### src/rtl/teleport_controller_pkg.sv
// Shared definitions for the teleport controller.
//   - tp_state_t    : controller FSM states
//   - COORD_*       : nibble positions of the destination tile inside the
//                     8-bit coordinate byte (same layout as the teleport step tile)
//   - tile_to_px()  : tile index -> landing pixel, 11-bit unsigned arithmetic
package teleport_controller_pkg;

  typedef enum logic [2:0] {
    ST_IDLE     = 3'd0,
    ST_CAPTURE  = 3'd1,
    ST_FADE_OUT = 3'd2,
    ST_MOVE     = 3'd3,
    ST_FADE_IN  = 3'd4,
    ST_COOLDOWN = 3'd5
  } tp_state_t;

  localparam int COORD_X_HI = 7;
  localparam int COORD_X_LO = 4;
  localparam int COORD_Y_HI = 3;
  localparam int COORD_Y_LO = 0;

  localparam int CNT_W = 16;

  function automatic logic [10:0] tile_to_px(input logic [3:0] idx,
                                             input int         shift,
                                             input int         offs);
    return (11'(idx) << shift) + 11'(offs);
  endfunction

endpackage

### src/rtl/teleport_controller_frame_counter.sv
// Frame counter shared by every timed state of the teleport controller.
// Ports:
//   clk, resetN  : clock, synchronous active-low reset
//   i_clear      : zero the count (wins over i_enable, so a frame pulse that
//                  coincides with a state entry is frame 0, not frame 1)
//   i_enable     : count one frame (driven by startOfFrame)
//   i_limit      : number of frames of the current state
//   o_count      : current frame index
//   o_terminal   : o_count is the last frame of the current state
module teleport_controller_frame_counter
  import teleport_controller_pkg::*;
(
  input  logic             clk,
  input  logic             resetN,
  input  logic             i_clear,
  input  logic             i_enable,
  input  logic [CNT_W-1:0] i_limit,
  output logic [CNT_W-1:0] o_count,
  output logic             o_terminal
);

  logic [CNT_W-1:0] r_count;

  always_ff @(posedge clk) begin
    if (!resetN) begin
      r_count <= '0;
    end else if (i_clear) begin
      r_count <= '0;
    end else if (i_enable) begin
      r_count <= r_count + 1'b1;
    end
  end

  assign o_count    = r_count;
  assign o_terminal = (r_count == i_limit - 1'b1);

endmodule

### src/rtl/teleport_controller.sv
// Teleport sequencer: on a teleport-step collision, captures the destination
// tile, fades the player out, issues a single position load, fades back in and
// then ignores further triggers for a cooldown period.
// Ports:
//   clk, resetN          : clock, synchronous active-low reset
//   startOfFrame         : one-clk pulse per video frame
//   collision_teleport   : player overlaps a teleport step
//   teleport_cordinates  : destination tile {X[7:4], Y[3:0]}, valid 1 clk after collision
//   teleport_active      : sequence in progress (not IDLE / COOLDOWN)
//   freeze_motion        : hold player motion integration
//   fade_level           : 0 = fully visible .. 15 = invisible
//   load_position        : one-clk pulse, player jumps to new_X/new_Y
//   new_X, new_Y         : landing top-left pixel
//   bad_dest             : sticky, an out-of-range destination was captured
module teleport_controller
  import teleport_controller_pkg::*;
#(
  parameter int FADE_FRAMES     = 16,
  parameter int COOLDOWN_FRAMES = 32,
  parameter int NUM_OF_COLS     = 10,
  parameter int NUM_OF_ROWS     = 7,
  parameter int TILE_SHIFT      = 6,
  parameter int LAND_OFFSET_X   = 7,
  parameter int LAND_OFFSET_Y   = 20
) (
  input  logic        clk,
  input  logic        resetN,
  input  logic        startOfFrame,
  input  logic        collision_teleport,
  input  logic [7:0]  teleport_cordinates,
  output logic        teleport_active,
  output logic        freeze_motion,
  output logic [3:0]  fade_level,
  output logic        load_position,
  output logic [10:0] new_X,
  output logic [10:0] new_Y,
  output logic        bad_dest
);

  tp_state_t r_state;
  logic       r_active, r_freeze, r_load, r_bad;
  logic [3:0] r_fade;
  logic [10:0] r_new_x, r_new_y;

  logic [3:0]       w_tile_x, w_tile_y;
  logic             w_dest_ok;
  logic             w_clear, w_enable, w_terminal;
  logic [CNT_W-1:0] w_limit, w_count, w_count_inc;

  // Fade ramp 0..15 over FADE_FRAMES frames; a one-frame fade jumps straight to 15.
  function automatic logic [3:0] fade_ramp(input logic [CNT_W-1:0] c);
    logic [31:0] v;
    if (FADE_FRAMES <= 1) return 4'd15;
    v = (32'(c) * 32'd15) / 32'(FADE_FRAMES - 1);
    return (v > 32'd15) ? 4'd15 : v[3:0];
  endfunction

  assign w_tile_x  = teleport_cordinates[COORD_X_HI:COORD_X_LO];
  assign w_tile_y  = teleport_cordinates[COORD_Y_HI:COORD_Y_LO];
  assign w_dest_ok = (32'(w_tile_x) < NUM_OF_COLS) && (32'(w_tile_y) < NUM_OF_ROWS);

  // Counter is zeroed on the same edge the FSM enters a timed state.
  assign w_clear  = ((r_state == ST_CAPTURE) && w_dest_ok) ||
                    (r_state == ST_MOVE) ||
                    ((r_state == ST_FADE_IN) && startOfFrame && w_terminal);
  assign w_enable = startOfFrame && ((r_state == ST_FADE_OUT) ||
                                     (r_state == ST_FADE_IN)  ||
                                     (r_state == ST_COOLDOWN));
  assign w_limit  = (r_state == ST_COOLDOWN) ? CNT_W'(COOLDOWN_FRAMES)
                                             : CNT_W'(FADE_FRAMES);
  assign w_count_inc = w_count + 1'b1;

  teleport_controller_frame_counter u_frame_counter (
    .clk        (clk),
    .resetN     (resetN),
    .i_clear    (w_clear),
    .i_enable   (w_enable),
    .i_limit    (w_limit),
    .o_count    (w_count),
    .o_terminal (w_terminal)
  );

  // Outputs are registered alongside the state, so each branch assigns the
  // output values that belong to the state being entered / frame being counted.
  always_ff @(posedge clk) begin
    if (!resetN) begin
      r_state  <= ST_IDLE;
      r_active <= 1'b0;
      r_freeze <= 1'b0;
      r_fade   <= 4'd0;
      r_load   <= 1'b0;
      r_new_x  <= '0;
      r_new_y  <= '0;
      r_bad    <= 1'b0;
    end else begin
      r_load <= 1'b0;
      case (r_state)
        ST_IDLE: begin
          if (collision_teleport) begin
            r_state  <= ST_CAPTURE;
            r_active <= 1'b1;
            r_freeze <= 1'b1;
          end
        end
        ST_CAPTURE: begin
          if (w_dest_ok) begin
            r_new_x <= tile_to_px(w_tile_x, TILE_SHIFT, LAND_OFFSET_X);
            r_new_y <= tile_to_px(w_tile_y, TILE_SHIFT, LAND_OFFSET_Y);
            r_fade  <= 4'd0;
            r_state <= ST_FADE_OUT;
          end else begin
            r_bad    <= 1'b1;
            r_active <= 1'b0;
            r_freeze <= 1'b0;
            r_state  <= ST_IDLE;
          end
        end
        ST_FADE_OUT: begin
          if (startOfFrame) begin
            if (w_terminal) begin
              r_state <= ST_MOVE;
              r_load  <= 1'b1;
              r_fade  <= 4'd15;
            end else begin
              r_fade <= fade_ramp(w_count_inc);
            end
          end
        end
        ST_MOVE: begin
          r_state <= ST_FADE_IN;
          r_fade  <= 4'd15;
        end
        ST_FADE_IN: begin
          if (startOfFrame) begin
            if (w_terminal) begin
              r_state  <= ST_COOLDOWN;
              r_fade   <= 4'd0;
              r_active <= 1'b0;
              r_freeze <= 1'b0;
            end else begin
              r_fade <= 4'd15 - fade_ramp(w_count_inc);
            end
          end
        end
        ST_COOLDOWN: begin
          if (startOfFrame && w_terminal) r_state <= ST_IDLE;
        end
        default: begin
          r_state  <= ST_IDLE;
          r_active <= 1'b0;
          r_freeze <= 1'b0;
          r_fade   <= 4'd0;
        end
      endcase
    end
  end

  assign teleport_active = r_active;
  assign freeze_motion   = r_freeze;
  assign fade_level      = r_fade;
  assign load_position   = r_load;
  assign new_X           = r_new_x;
  assign new_Y           = r_new_y;
  assign bad_dest        = r_bad;

endmodule

### config.mk
export PLATFORM = sky130hd
export DESIGN_NAME = teleport_controller
export DESIGN_NICKNAME = d
export VERILOG_FILES = /design/src/rtl/teleport_controller_pkg.sv /design/src/rtl/teleport_controller_frame_counter.sv /design/src/rtl/teleport_controller.sv
export SDC_FILE = /design/constraint.sdc
export NUM_CORES = 1
export LEC_CHECK = 0
export CORE_ASPECT_RATIO = 0.9
export CORE_MARGIN = 2
export CORE_UTILIZATION = 51
export DETAILED_ROUTE_END_ITERATION = 10
export PLACE_DENSITY = 0.8
export SETUP_SLACK_MARGIN = 0.02
export SYNTH_ARGS = -nofsm -noshare
export SYNTH_HDL_FRONTEND = slang
export SYNTH_HIERARCHICAL = 1
export SYNTH_SLANG_ARGS = --single-unit
export TNS_END_PERCENT = 1
### constraint.sdc
create_clock -name clk -period 4.42 [get_ports clk]
set_input_delay 0.663 -clock clk [delete_from_list [all_inputs] [get_ports clk]]
set_output_delay 0.663 -clock clk [all_outputs]
set_load 0.02 [all_outputs]
# Word level (Yosys, flattened, before mapping)
# Cells that the tools add are included.
# word_totals
inputBits,12
ff_bits,48
wordCells,78
out_inout_bits,30
# op_classes
order_cmp,3
n_addsub,5
mux,22
n_eq_ne,14
reduce_logical,20
n_bitwise,4
div_mod_pow,1
mul,1
# ops
cell,n
20-bit by 4-bit divider with 32-bit output (second input constant),1
32-bit by 4-bit > comparator with 1-bit output (second input constant),1
4-bit two-way mux,6
16-bit by 4-bit multiplier with 20-bit output (second input constant),1
4-bit one-hot mux with 5 select lines,1
3-bit two-way mux,6
3-bit one-hot mux with 6 select lines,1
16-bit by 1-bit adder with 16-bit output (second input constant),1
16-bit == test,1
2-bit != test (second input constant),7
10-bit by 3-bit adder with 11-bit output (second input constant),1
10-bit by 5-bit adder with 11-bit output (second input constant),1
6-bit by 1-bit subtractor with 7-bit output (second input constant),1
3-bit by 2-bit == test with 1-bit output (second input constant),2
3-bit == test (second input constant),2
1-bit logical AND,6
6-bit two-way mux,1
6-bit AND reduction,1
1-bit two-way mux,5
5-bit AND reduction,1
1-bit logical OR,4
4-bit by 3-bit < comparator with 1-bit output (second input constant),1
4-bit < comparator (second input constant),1
1-bit NOT,4
other kinds (11),13

# Longest topological paths before layout
# Gate-level depths: netlist (run 1).
# logic_depth
depth_word,9
depth_mapped,15
mapped_depth_nobuf,14

# By module
# The synthesis (run 1) kept the hierarchy.
# by_module_without_submodules
mod,instances,area_per_inst_um2,cells_per_inst
teleport_controller,1,1302.5,161
teleport_controller_frame_counter,1,1260.0,154

# Least setup slack after synthesis (run 1)
# No wires, ideal clock.
# synth_path
kind,register to register
startpoint,reg r_state[2]
endpoint,reg u_frame_counter.r_count[0] (netlist: u_frame_counter/o_count[0])
setup_ns,0.128
period_less_slack_ns,3.459
arrival_time_ns,3.332
slack_ns,0.961
stages_incl_launch_ff,16
path_cell_list,dfxtp_1 > clkbuf_1 > nand2b_1 > or2_2 > inv_1 > nand2b_1 > nor3_2 > or3_2 > o21a_1 > nor4_2 > nand2_1 > o31ai_1 > nand2b_1 > clkbuf_1 > clkbuf_1 > nor2_1
# synth_between
elab_chain_len,7
# synth_rtl
item,line,rtl
"start, declared",teleport_controller.sv:40,tp_state_t r_state;
"start signal, assigned",teleport_controller.sv:87,r_state <= ST_IDLE;
"start signal, assigned",teleport_controller.sv:100,r_state <= ST_CAPTURE;
"start signal, assigned",teleport_controller.sv:110,r_state <= ST_FADE_OUT;
3-bit == test,teleport_controller.sv:69,assign w_limit = (r_state == ST_COOLDOWN) ? CNT_W'(COOLDOWN_FRAMES)
6-bit two-way mux,teleport_controller.sv:69,
net w_limit[4],teleport_controller.sv:48,"logic [CNT_W-1:0] w_limit, w_count, w_count_inc;"
6-bit by 1-bit subtractor with 7-bit output,teleport_controller_frame_counter.sv:35,assign o_terminal = (r_count == i_limit - 1'b1);
16-bit == test,teleport_controller_frame_counter.sv:35,
net w_terminal,teleport_controller.sv:47,"logic w_clear, w_enable, w_terminal;"
1-bit logical AND,teleport_controller.sv:65,((r_state == ST_FADE_IN) && startOfFrame && w_terminal);
1-bit logical OR,teleport_controller.sv:64,(r_state == ST_MOVE) ||
net w_clear,teleport_controller.sv:47,
2-bit OR reduction (no line),n/a,
"end signal, assigned",teleport_controller_frame_counter.sv:30,r_count <= r_count + 1'b1;
"end, declared",teleport_controller_frame_counter.sv:22,logic [CNT_W-1:0] r_count;
# The timed path passes the listed nets, and every way through them passes these cells.
# A chain may end at the register's enable or synchronous reset.

# Final worst setup path (run 1)
# layout_path
startpoint,reg r_state[0]
endpoint,reg u_frame_counter.r_count[8] (netlist: u_frame_counter/o_count[8])
# Same word-level chain as after synthesis.

==> results of run 1 <==
==> cells in the mapped netlist (all sizes together) (3+ instances only) <==
cell	instances	area, sq um
inv	9	33.78
nand4	11	68.82
nand3	12	60.06
a21oi	8	40.04
clkbuf	8	30.03
nor4b	3	53.80
a311oi	5	43.79
a31oi	12	75.07
buf	16	117.6
xor2	14	122.6
or2	3	18.77
dfxtp	35	700.7
nor4	4	46.29
nor3	16	85.08
xnor2	19	166.4
and3	3	18.77
nor2b	10	62.56
mux2i	9	90.09
and2	6	37.54
o21ai	15	78.82
or3	7	50.05
nand2	18	67.56
nor2	25	93.84
ha	4	50.05
and4	4	38.79
nand2b	5	31.28
nand3b	3	22.52
o22ai	4	25.02
==> sequential cells by signal, summed over array words and instances, names as in the netlist <==
signal,cells
u_frame_counter/o_count,16
load_position,1
freeze_motion,1
r_state,3
new_X,5
new_Y,4
fade_level,4
bad_dest,1
==> per-layer routing <==
metal	GRT usage [%]	part of all wire [%]
met3	3.778	5.2
met5	0	0
met1	32.12	49
met2	32.86	45
met4	6.823	1.0
==> through the flow <==
step	worst slack, ns	cell area, sq um
floorplan	0.9607	2803
global placement	0.7383	3057
detailed placement	0.6135	3057
CTS	0.6025	3173
global route	0.1841	3173
finish	0.6316	3173
==> kinds of logic after synthesis <==
family | Yosys count
AO/OA/AOI/OAI | 64
XOR/XNOR | 33
AND/OR/NAND/NOR | 136
adder cells (fa/ha/maj) | 4
other | 1
multiplexers | 9
flip-flops | 35
buffers and inverters | 33
==> cell type report <==
type	count	area, sq um	area share [%]
well taps	65	81.33	2.563
repair buffers	32	320.3	10.09
clock inverters	3	47.55	1.498
multi-input cells	311	1921	60.53
flip-flops and latches	35	700.7	22.08
inverters	9	33.78	1.065
clock buffers	5	68.82	2.169
==> report_power, final <==
group / leakage (uW) / switching, uW / total, uW / internal (uW)
Sequential: 0.000283 / 7.39 / 329 / 322
Combinational: 0.000894 / 61.2 / 110 / 48.8
Clock: 0.0000587 / 129 / 300 / 171
Total: 0.00124 / 198 / 740 / 542
==> how the worst min path moves through the flow <==
stage                                        from                       to  slack [ns]  cells after the start
final                       new_Y[9]$_SDFFE_PN0P_    new_Y[9]$_SDFFE_PN0P_        0.49                      1
after global routing        new_Y[9]$_SDFFE_PN0P_    new_Y[9]$_SDFFE_PN0P_        0.52                      1
after CTS                   new_Y[9]$_SDFFE_PN0P_    new_Y[9]$_SDFFE_PN0P_        0.49                      1
after detailed placement    new_Y[9]$_SDFFE_PN0P_    new_Y[9]$_SDFFE_PN0P_        0.47                      1
after global placement      new_Y[9]$_SDFFE_PN0P_    new_Y[9]$_SDFFE_PN0P_        0.47                      1
after floorplan           r_state[2]$_SDFFE_PN0P_  r_state[1]$_SDFFE_PN0P_        0.54                      3
==> metrics.yaml, run 1 <==
critPathSlowestCell: "dfxtp_1"
reg2reg_depth: 11
cts-resized-gates: 0
area_growth_pct: 23.83
fillers: 437
initial_core_util_pct: 53.00
avgSynthCellArea_sq_um: 8.135
dp_hpwl_mm: 4.393
skew_ns: 0.004218
setup-tns-final_ns: 0
critical_path_class: "register to register"
cts_root_buffer: "clkbuf_8"
portBuffers: 32
drive_gt1_share_pct: 6.582
numCtsBuffers: 5
power.density_mw_per_mm2: 233.1
r2r-start: "r_state[0]$_SDFFE_PN0P_"
whs_ns: 0.4875
ios: 42
cts_setup_buffers: 0
clk_latency_ns: 0.29
synth_top_family_by_area: "simple AND/OR/NAND/NOR gates"
synth_seq_area_share_pct: 27.34
path_cells: "inv_1 > or2_2 > or3_4 > nor4b_2 > xnor2_1 > o2111ai_2 > nor4_2 > nand2_1 > o31ai_1 > nand2b_1 > nor2_1"
grt_pass1_wl_mm: 10.02
leakage_uw: 0.001236
viasPerCell: 5.230
ys_ff_latch: 35
power.total_uw: 739.6
ys_async_sr_fraction_pct: 0
cp-end-kind: "register"
crit_required_ns: 4.58
vias: 2406
nets: 410
rsz0062_at_grt: "false"
finalHoldViolations: 0
synth_cells: 315
synth_cell_types: 61
grt_max_degree: 20
synthesis.area_sq_mm: 0.002562
max_stage_delay_ns: 0.58
relSlewSlack_pct: 57.37
cts_tree: "yes"
worst-path-buf-inv: 1
synth_flop_cell: "dfxtp_1"
synth-adder-area-share_pct: 1.953
holdCritPathClass: "register to register"
synth_compound_area_share_pct: 17.04
path_max_fanout: 16
r2r_setup_slack_ns: 0.63
synth_simple_gate_area_share_pct: 31.64
cts.clk_slew.worst_paths_ns: 0.08
cts_hold_buf: 0
route.detailed.drc: 0
final_cell_mix: "65 x conb_1, 35 x dfxtp_1, 32 x clkdlybuf4s50_1"
synth-xor-area-share_pct: 11.28
fmax_mhz: 264.0
layoutNonFillerInstCount: 460
cp_top_family: "simple AND/OR/NAND/NOR gates"
antenna_found_initial: 0
num_antenna_cells: 0
routabilityCongestion: 0.8035
synth_edf_count: 0
setup_viol: 0
die-area_sq_mm: 0.005608
core-area_sq_mm: 0.004835
gr-usage-all-layers_pct: 21.87
first_iter_violations: 103
cts.sinks: 35
yosysWarnings: 6
timing.critical_path.from: "r_state[0]$_SDFFE_PN0P_"
period_share_pct: 85.71
cp_num_cells: 11
cts_buffer_depth: 2
grt_overflow_total: 0
r2r_end: "u_frame_counter/o_count[8]$_SDFFE_PP0P_"
grt_pass1_vias: 2165
synthMuxAreaShare_pct: 3.516
first_pass_iters: 4
cts.htree.levels: 2
final_common_cell: "conb_1"
maxCapViolCount: 0
cp-start-kind: "register"
die_h_microns: 71.25
drt-total-wl_mm: 5.720
die_x_microns: 78.72
status: "complete, no violations"
worstSetupEndpoint: "u_frame_counter/o_count[8]$_SDFFE_PP0P_"
rows: 24
fin_util_pct: 65.63
period_minus_slack_ns: 3.788
dp_cells: 452
detail-route-antenna-nets: 0
vdd_drop_max_v: 0.0002448
slew_violations: 0
arrival_ns: 3.94
avgRoutedWirePerCell_microns: 12.43
tightest_slew_ns: 0.6340
(Power assumes the default switching activity.)
==> run 2: changes to the inputs <==
--- a/config.mk
+++ b/config.mk
@@ -9,7 +9,8 @@
 export CORE_MARGIN = 2
 export CORE_UTILIZATION = 51
 export DETAILED_ROUTE_END_ITERATION = 10
-export PLACE_DENSITY = 0.8
+export DONT_BUFFER_PORTS = 1
+export PLACE_DENSITY = 0.69
 export SETUP_SLACK_MARGIN = 0.02
 export SYNTH_ARGS = -nofsm -noshare
 export SYNTH_HDL_FRONTEND = slang
==> metrics.yaml, run 2 (synthesized netlist as in run 1, its figures left out) <==
cp-start-kind: "register"
route.detailed.drc: 0  # unchanged
period_share_pct: 86.47  # +0.76 points
drive_gt1_share_pct: 6.906  # +0.32 points
ios: 42  # unchanged
cts-resized-gates: 0  # unchanged
tightest_slew_ns: 0.9740  # +0.3400 ns
gr-usage-all-layers_pct: 20.68  # -1.2 points
cts.htree.levels: 2  # unchanged
vias: 2185  # -9.2%
routabilityCongestion: 0.8179  # +1.8%
num_antenna_cells: 0  # unchanged
vdd_drop_max_v: 0.0001980  # -19%
crit_required_ns: 4.58  # about the same
final_cell_mix: "65 x conb_1, 35 x dfxtp_1, 25 x nor2_1"
finish.instance_area_sq_mm: 0.002843  # -10%
fillers: 455  # +4.1%
cts.clk_slew.worst_paths_ns: 0.07  # about the same
die_x_microns: 78.72  # unchanged
power.total_uw: 696.3  # -5.9%
maxCapViolCount: 0  # unchanged
slew_violations: 0  # unchanged
viasPerCell: 5.117  # -2.2%
first_pass_iters: 4  # unchanged
rsz0062_at_grt: "false"
relSlewSlack_pct: 34.98  # -22 points
critical_path_class: "register to register"
area_growth_pct: 10.94
finalHoldViolations: 0  # unchanged
skew_ns: 0.004183  # -0.00003561 ns
leakage_uw: 0.001112  # -10%
cts_setup_buffers: 0  # unchanged
cts_buffer_depth: 2  # unchanged
core-area_sq_mm: 0.004835  # unchanged
arrival_ns: 3.99  # +0.05 ns
clk_latency_ns: 0.30  # about the same
grt_pass1_vias: 1986  # -8.3%
dp_hpwl_mm: 4.030  # -8.3%
die-area_sq_mm: 0.005608  # unchanged
dp_cells: 420  # -7.1%
multi_input_area_sq_mm: 0.001921  # unchanged
status: "complete, no violations"
first_iter_violations: 94  # -8.7%
largest_reg_flops: 16  # unchanged
nets: 378  # -7.8%
numCtsBuffers: 5  # unchanged
detail-route-antenna-nets: 0  # unchanged
portBuffers: 0  # -100%
path_max_fanout: 16  # unchanged
antenna_found_initial: 0  # unchanged
regArea_sq_um: 700.7  # unchanged
initial_core_util_pct: 53.00  # unchanged
cts_root_buffer: "clkbuf_8"
grt_pass1_wl_mm: 9.177  # -8.4%
holdCritPathClass: "input port to register"
setup_viol: 0  # unchanged
rows: 24  # unchanged
cts.sinks: 35  # unchanged
grt_overflow_total: 0  # unchanged
cp-end-kind: "register"
setup-tns-final_ns: 0  # unchanged
final_common_cell: "conb_1"
layoutNonFillerInstCount: 427  # -7.2%
power.density_mw_per_mm2: 244.9  # +5.1%
cts_tree: "yes"
cts_hold_buf: 0  # unchanged
drt-total-wl_mm: 5.257  # -8.1%
avgRoutedWirePerCell_microns: 12.31  # -0.99%
fin_util_pct: 58.80  # -6.8 points
period_minus_slack_ns: 3.822  # +0.03359 ns
place_area_sq_mm: 0.002736  # -10%
fmax_mhz: 261.6  # -0.88%
grt_max_degree: 20  # unchanged
die_h_microns: 71.25  # unchanged
[run 2: worst max-delay path: stages, from the launching register on]
cell	delay, ns
dfxtp_1	0.57
inv_1	0.17
or2_2	0.37
inv_1	0.13
nand2b_1	0.22
nor3_2	0.08
or3_2	0.47
o21a_1	0.13
nor4_2	0.50
nand2_1	0.20
o31ai_1	0.21
nand2b_1	0.52
nor2_1	0.11
[run 2: worst paths after layout]
kind                           start                                       to  slack, ns  cells after the start
max          r_state[0]$_SDFFE_PN0P_  u_frame_counter/o_count[8]$_SDFFE_PP0P_       0.60                     12
min                           resetN               freeze_motion$_SDFFE_PN0P_       0.49                      1
max reg2reg  r_state[0]$_SDFFE_PN0P_  u_frame_counter/o_count[8]$_SDFFE_PP0P_       0.60                     12
min reg2reg    new_Y[9]$_SDFFE_PN0P_                    new_Y[9]$_SDFFE_PN0P_       0.58                      1
[run 2: metal layers]
metal / wire length (microns) / part of all wire (%) / vias to the layer above / track usage [%]
met1: 2652 / 50 / 958 / 29.65
met4: 69 / 1.3 / 0 / 7.992
met2: 2239 / 43 / 47 / 29.15
li1: - / - / 1172 / -
met5: 0 / 0 / - / 0
met3: 296 / 5.6 / 8 / 6.171
[run 2: stage by stage]
stage,hold slack [ns],setup WS (ns)
detailed placement,0.5757,0.5873
CTS,0.4737,0.5838
floorplan,0.5390,0.9607
global route,0.4723,0.1497
finish,0.4891,0.5980
global placement,0.5700,0.7047
[run 2: area by class of cell]
type,instances,area share [%]
Tap cell,65,2.861
Sequential cell,35,24.65
Clock buffer,5,2.421
Multi-Input combinational cell,311,67.56
Clock inverter,2,1.320
Inverter,9,1.188
[run 2: power by group]
part	switching [uW]	internal, uW
clock network	121	165
logic	42.6	27.4
registers	18.4	322
total	182	514
==> run 3: changes to the inputs <==
--- a/config.mk
+++ b/config.mk
@@ -10,7 +10,7 @@
 export CORE_UTILIZATION = 51
 export DETAILED_ROUTE_END_ITERATION = 10
 export DONT_BUFFER_PORTS = 1
-export PLACE_DENSITY = 0.69
+export PLACE_DENSITY_LB_ADDON = 0.25
 export SETUP_SLACK_MARGIN = 0.02
 export SYNTH_ARGS = -nofsm -noshare
 export SYNTH_HDL_FRONTEND = slang
==> metrics.yaml, run 3 (synthesized netlist as in run 1, its figures left out) <==
dp_hpwl_mm: 4.043  # +0.33%
relSlewSlack_pct: 35.26  # +0.28 points
power.density_mw_per_mm2: 225.7  # -7.8%
grt_max_degree: 20  # unchanged
cts.sinks: 35  # unchanged
routabilityCongestion: 0.8701  # +6.4%
core-area_sq_mm: 0.004835  # unchanged
vias: 2234  # +2.2%
critical_path_class: "register to register"
multi_input_area_sq_mm: 0.001921  # unchanged
num_antenna_cells: 0  # unchanged
tightest_slew_ns: 0.9698  # -0.004204 ns
fmax_mhz: 261.0  # -0.26%
cts_buffer_depth: 2  # unchanged
regArea_sq_um: 700.7  # unchanged
status: "complete, no violations"
hold_path_depth: 1  # unchanged
cts-resized-gates: 0  # unchanged
antenna_found_initial: 0  # unchanged
finalHoldViolations: 0  # unchanged
drive_gt1_share_pct: 6.887  # -0.019 points
setup_slack_ns: 0.5881  # -0.009897 ns
cts.htree.levels: 2  # unchanged
die-area_sq_mm: 0.005608  # unchanged
area_growth_pct: 10.11
setup_viol: 0  # unchanged
maxCapViolCount: 0  # unchanged
largest_reg_flops: 16  # unchanged
nets: 378  # unchanged
final_cell_mix: "65 x conb_1, 35 x dfxtp_1, 25 x nor2_1"
first_pass_iters: 4  # unchanged
path_max_fanout: 16  # unchanged
detail-route-antenna-nets: 0  # unchanged
slew_violations: 0  # unchanged
first_iter_violations: 102  # +8.5%
final_common_cell: "conb_1"
setup-tns-final_ns: 0  # unchanged
period_share_pct: 86.69  # +0.22 points
rows: 24  # unchanged
die_h_microns: 71.25  # unchanged
period_minus_slack_ns: 3.832  # +0.009897 ns
dpl_worst_slack_ns: 0.6020  # +0.01479 ns
fillers: 474  # +4.2%
cts_root_buffer: "clkbuf_8"
avgRoutedWirePerCell_microns: 12.23  # -0.67%
holdCritPathClass: "input port to register"
drt-total-wl_mm: 5.234  # -0.44%
ios: 42  # unchanged
cts.clk_slew.worst_paths_ns: 0.07  # about the same
grt_pass1_wl_mm: 8.797  # -4.1%
initial_core_util_pct: 53.00  # unchanged
cts_tree: "yes"
critPathSlowestCell: "dfxtp_1"
cp-start-kind: "register"
cp-end-kind: "register"
clk_latency_ns: 0.29  # about the same
cts_hold_buf: 0  # unchanged
crit_required_ns: 4.57  # about the same
die_x_microns: 78.72  # unchanged
arrival_ns: 3.98  # about the same
skew_ns: 0.005219  # +0.001036 ns
leakage_uw: 0.001103  # -0.81%
portBuffers: 0  # unchanged
rsz0062_at_grt: "false"
reg2reg_depth: 12  # unchanged
gr-usage-all-layers_pct: 19.48  # -1.2 points
grt_pass1_vias: 1908  # -3.9%
path_cells: "inv_1 > or2_2 > inv_1 > nand2b_1 > nor3_2 > or3_2 > o21a_1 > nor4_2 > nand2_1 > o31ai_1 > nand2b_1 > nor2_1"
numCtsBuffers: 5  # unchanged
grt_overflow_total: 0  # unchanged
max_stage_delay_ns: 0.58  # about the same
vdd_drop_max_v: 0.0001967  # -0.64%
route.detailed.drc: 0  # unchanged
cts_setup_buffers: 0  # unchanged
viasPerCell: 5.220  # +2.0%
-- run 3: changes by cell type in the layout (fill, tap and decap cells not counted), sizes merged --
| cell | delta |
|---|---|
| bufinv | -1 |
| clkinv | +1 |
| clkbuf | +1 |
-- run 3: cell type report --
cell class / instances / share of cell area (%)
multi-input cells: 311 / 68.07
flip-flops and latches: 35 / 24.83
well taps: 65 / 2.882
clock buffers: 6 / 2.572
inverters: 9 / 1.197
clock inverters: 2 / 0.4435
-- run 3: report_power, final --
group	internal, uW	switching, uW
clock	110	115
sequential	322	18.6
combinational	27.5	42.9
total	460	177
-- run 3: worst paths after layout --
path	start	endpoint	slack [ns]
hold reg to reg	new_Y[9]$_SDFFE_PN0P_	new_Y[9]$_SDFFE_PN0P_	0.59
setup / recovery	r_state[0]$_SDFFE_PN0P_	u_frame_counter/o_count[12]$_SDFFE_PP0P_	0.59
hold / removal	resetN	new_X[7]$_SDFFE_PN0P_	0.50
setup reg to reg	r_state[0]$_SDFFE_PN0P_	u_frame_counter/o_count[12]$_SDFFE_PP0P_	0.59
-- run 3: per-stage QoR --
stage                     area [sq um]  power, uW  cells  hold WS (ns)  utilization (%)
after global placement            2736      415.1    420        0.5782            56.60
after CTS                         2821      641.1    428        0.4918            58.36
after global routing              2821      665.4    428        0.4958            58.36
final                             2821      636.9    428        0.5006            58.36
after floorplan                   2803      418.1    379        0.5390                -
after detailed placement          2736      416.4    420        0.5749            56.60
-- run 3: critical path, delay by kind of cell (launching register included) --
kind                   cells  cell delay [ns]
and+or+nand+nor            8             2.47
DFF                        1             0.58
buffers and inverters      2             0.32
AOI/OAI and AO/OA          2             0.33
-- run 3: per-layer routing --
metal | vias up | wire [microns] | global-route usage [%]
li1 | 1169 | - | -
met4 | 0 | 77 | 6.628
met5 | - | 0 | 0
met2 | 43 | 2315 | 28.49
met3 | 10 | 233 | 4.786
met1 | 1012 | 2607 | 28.10
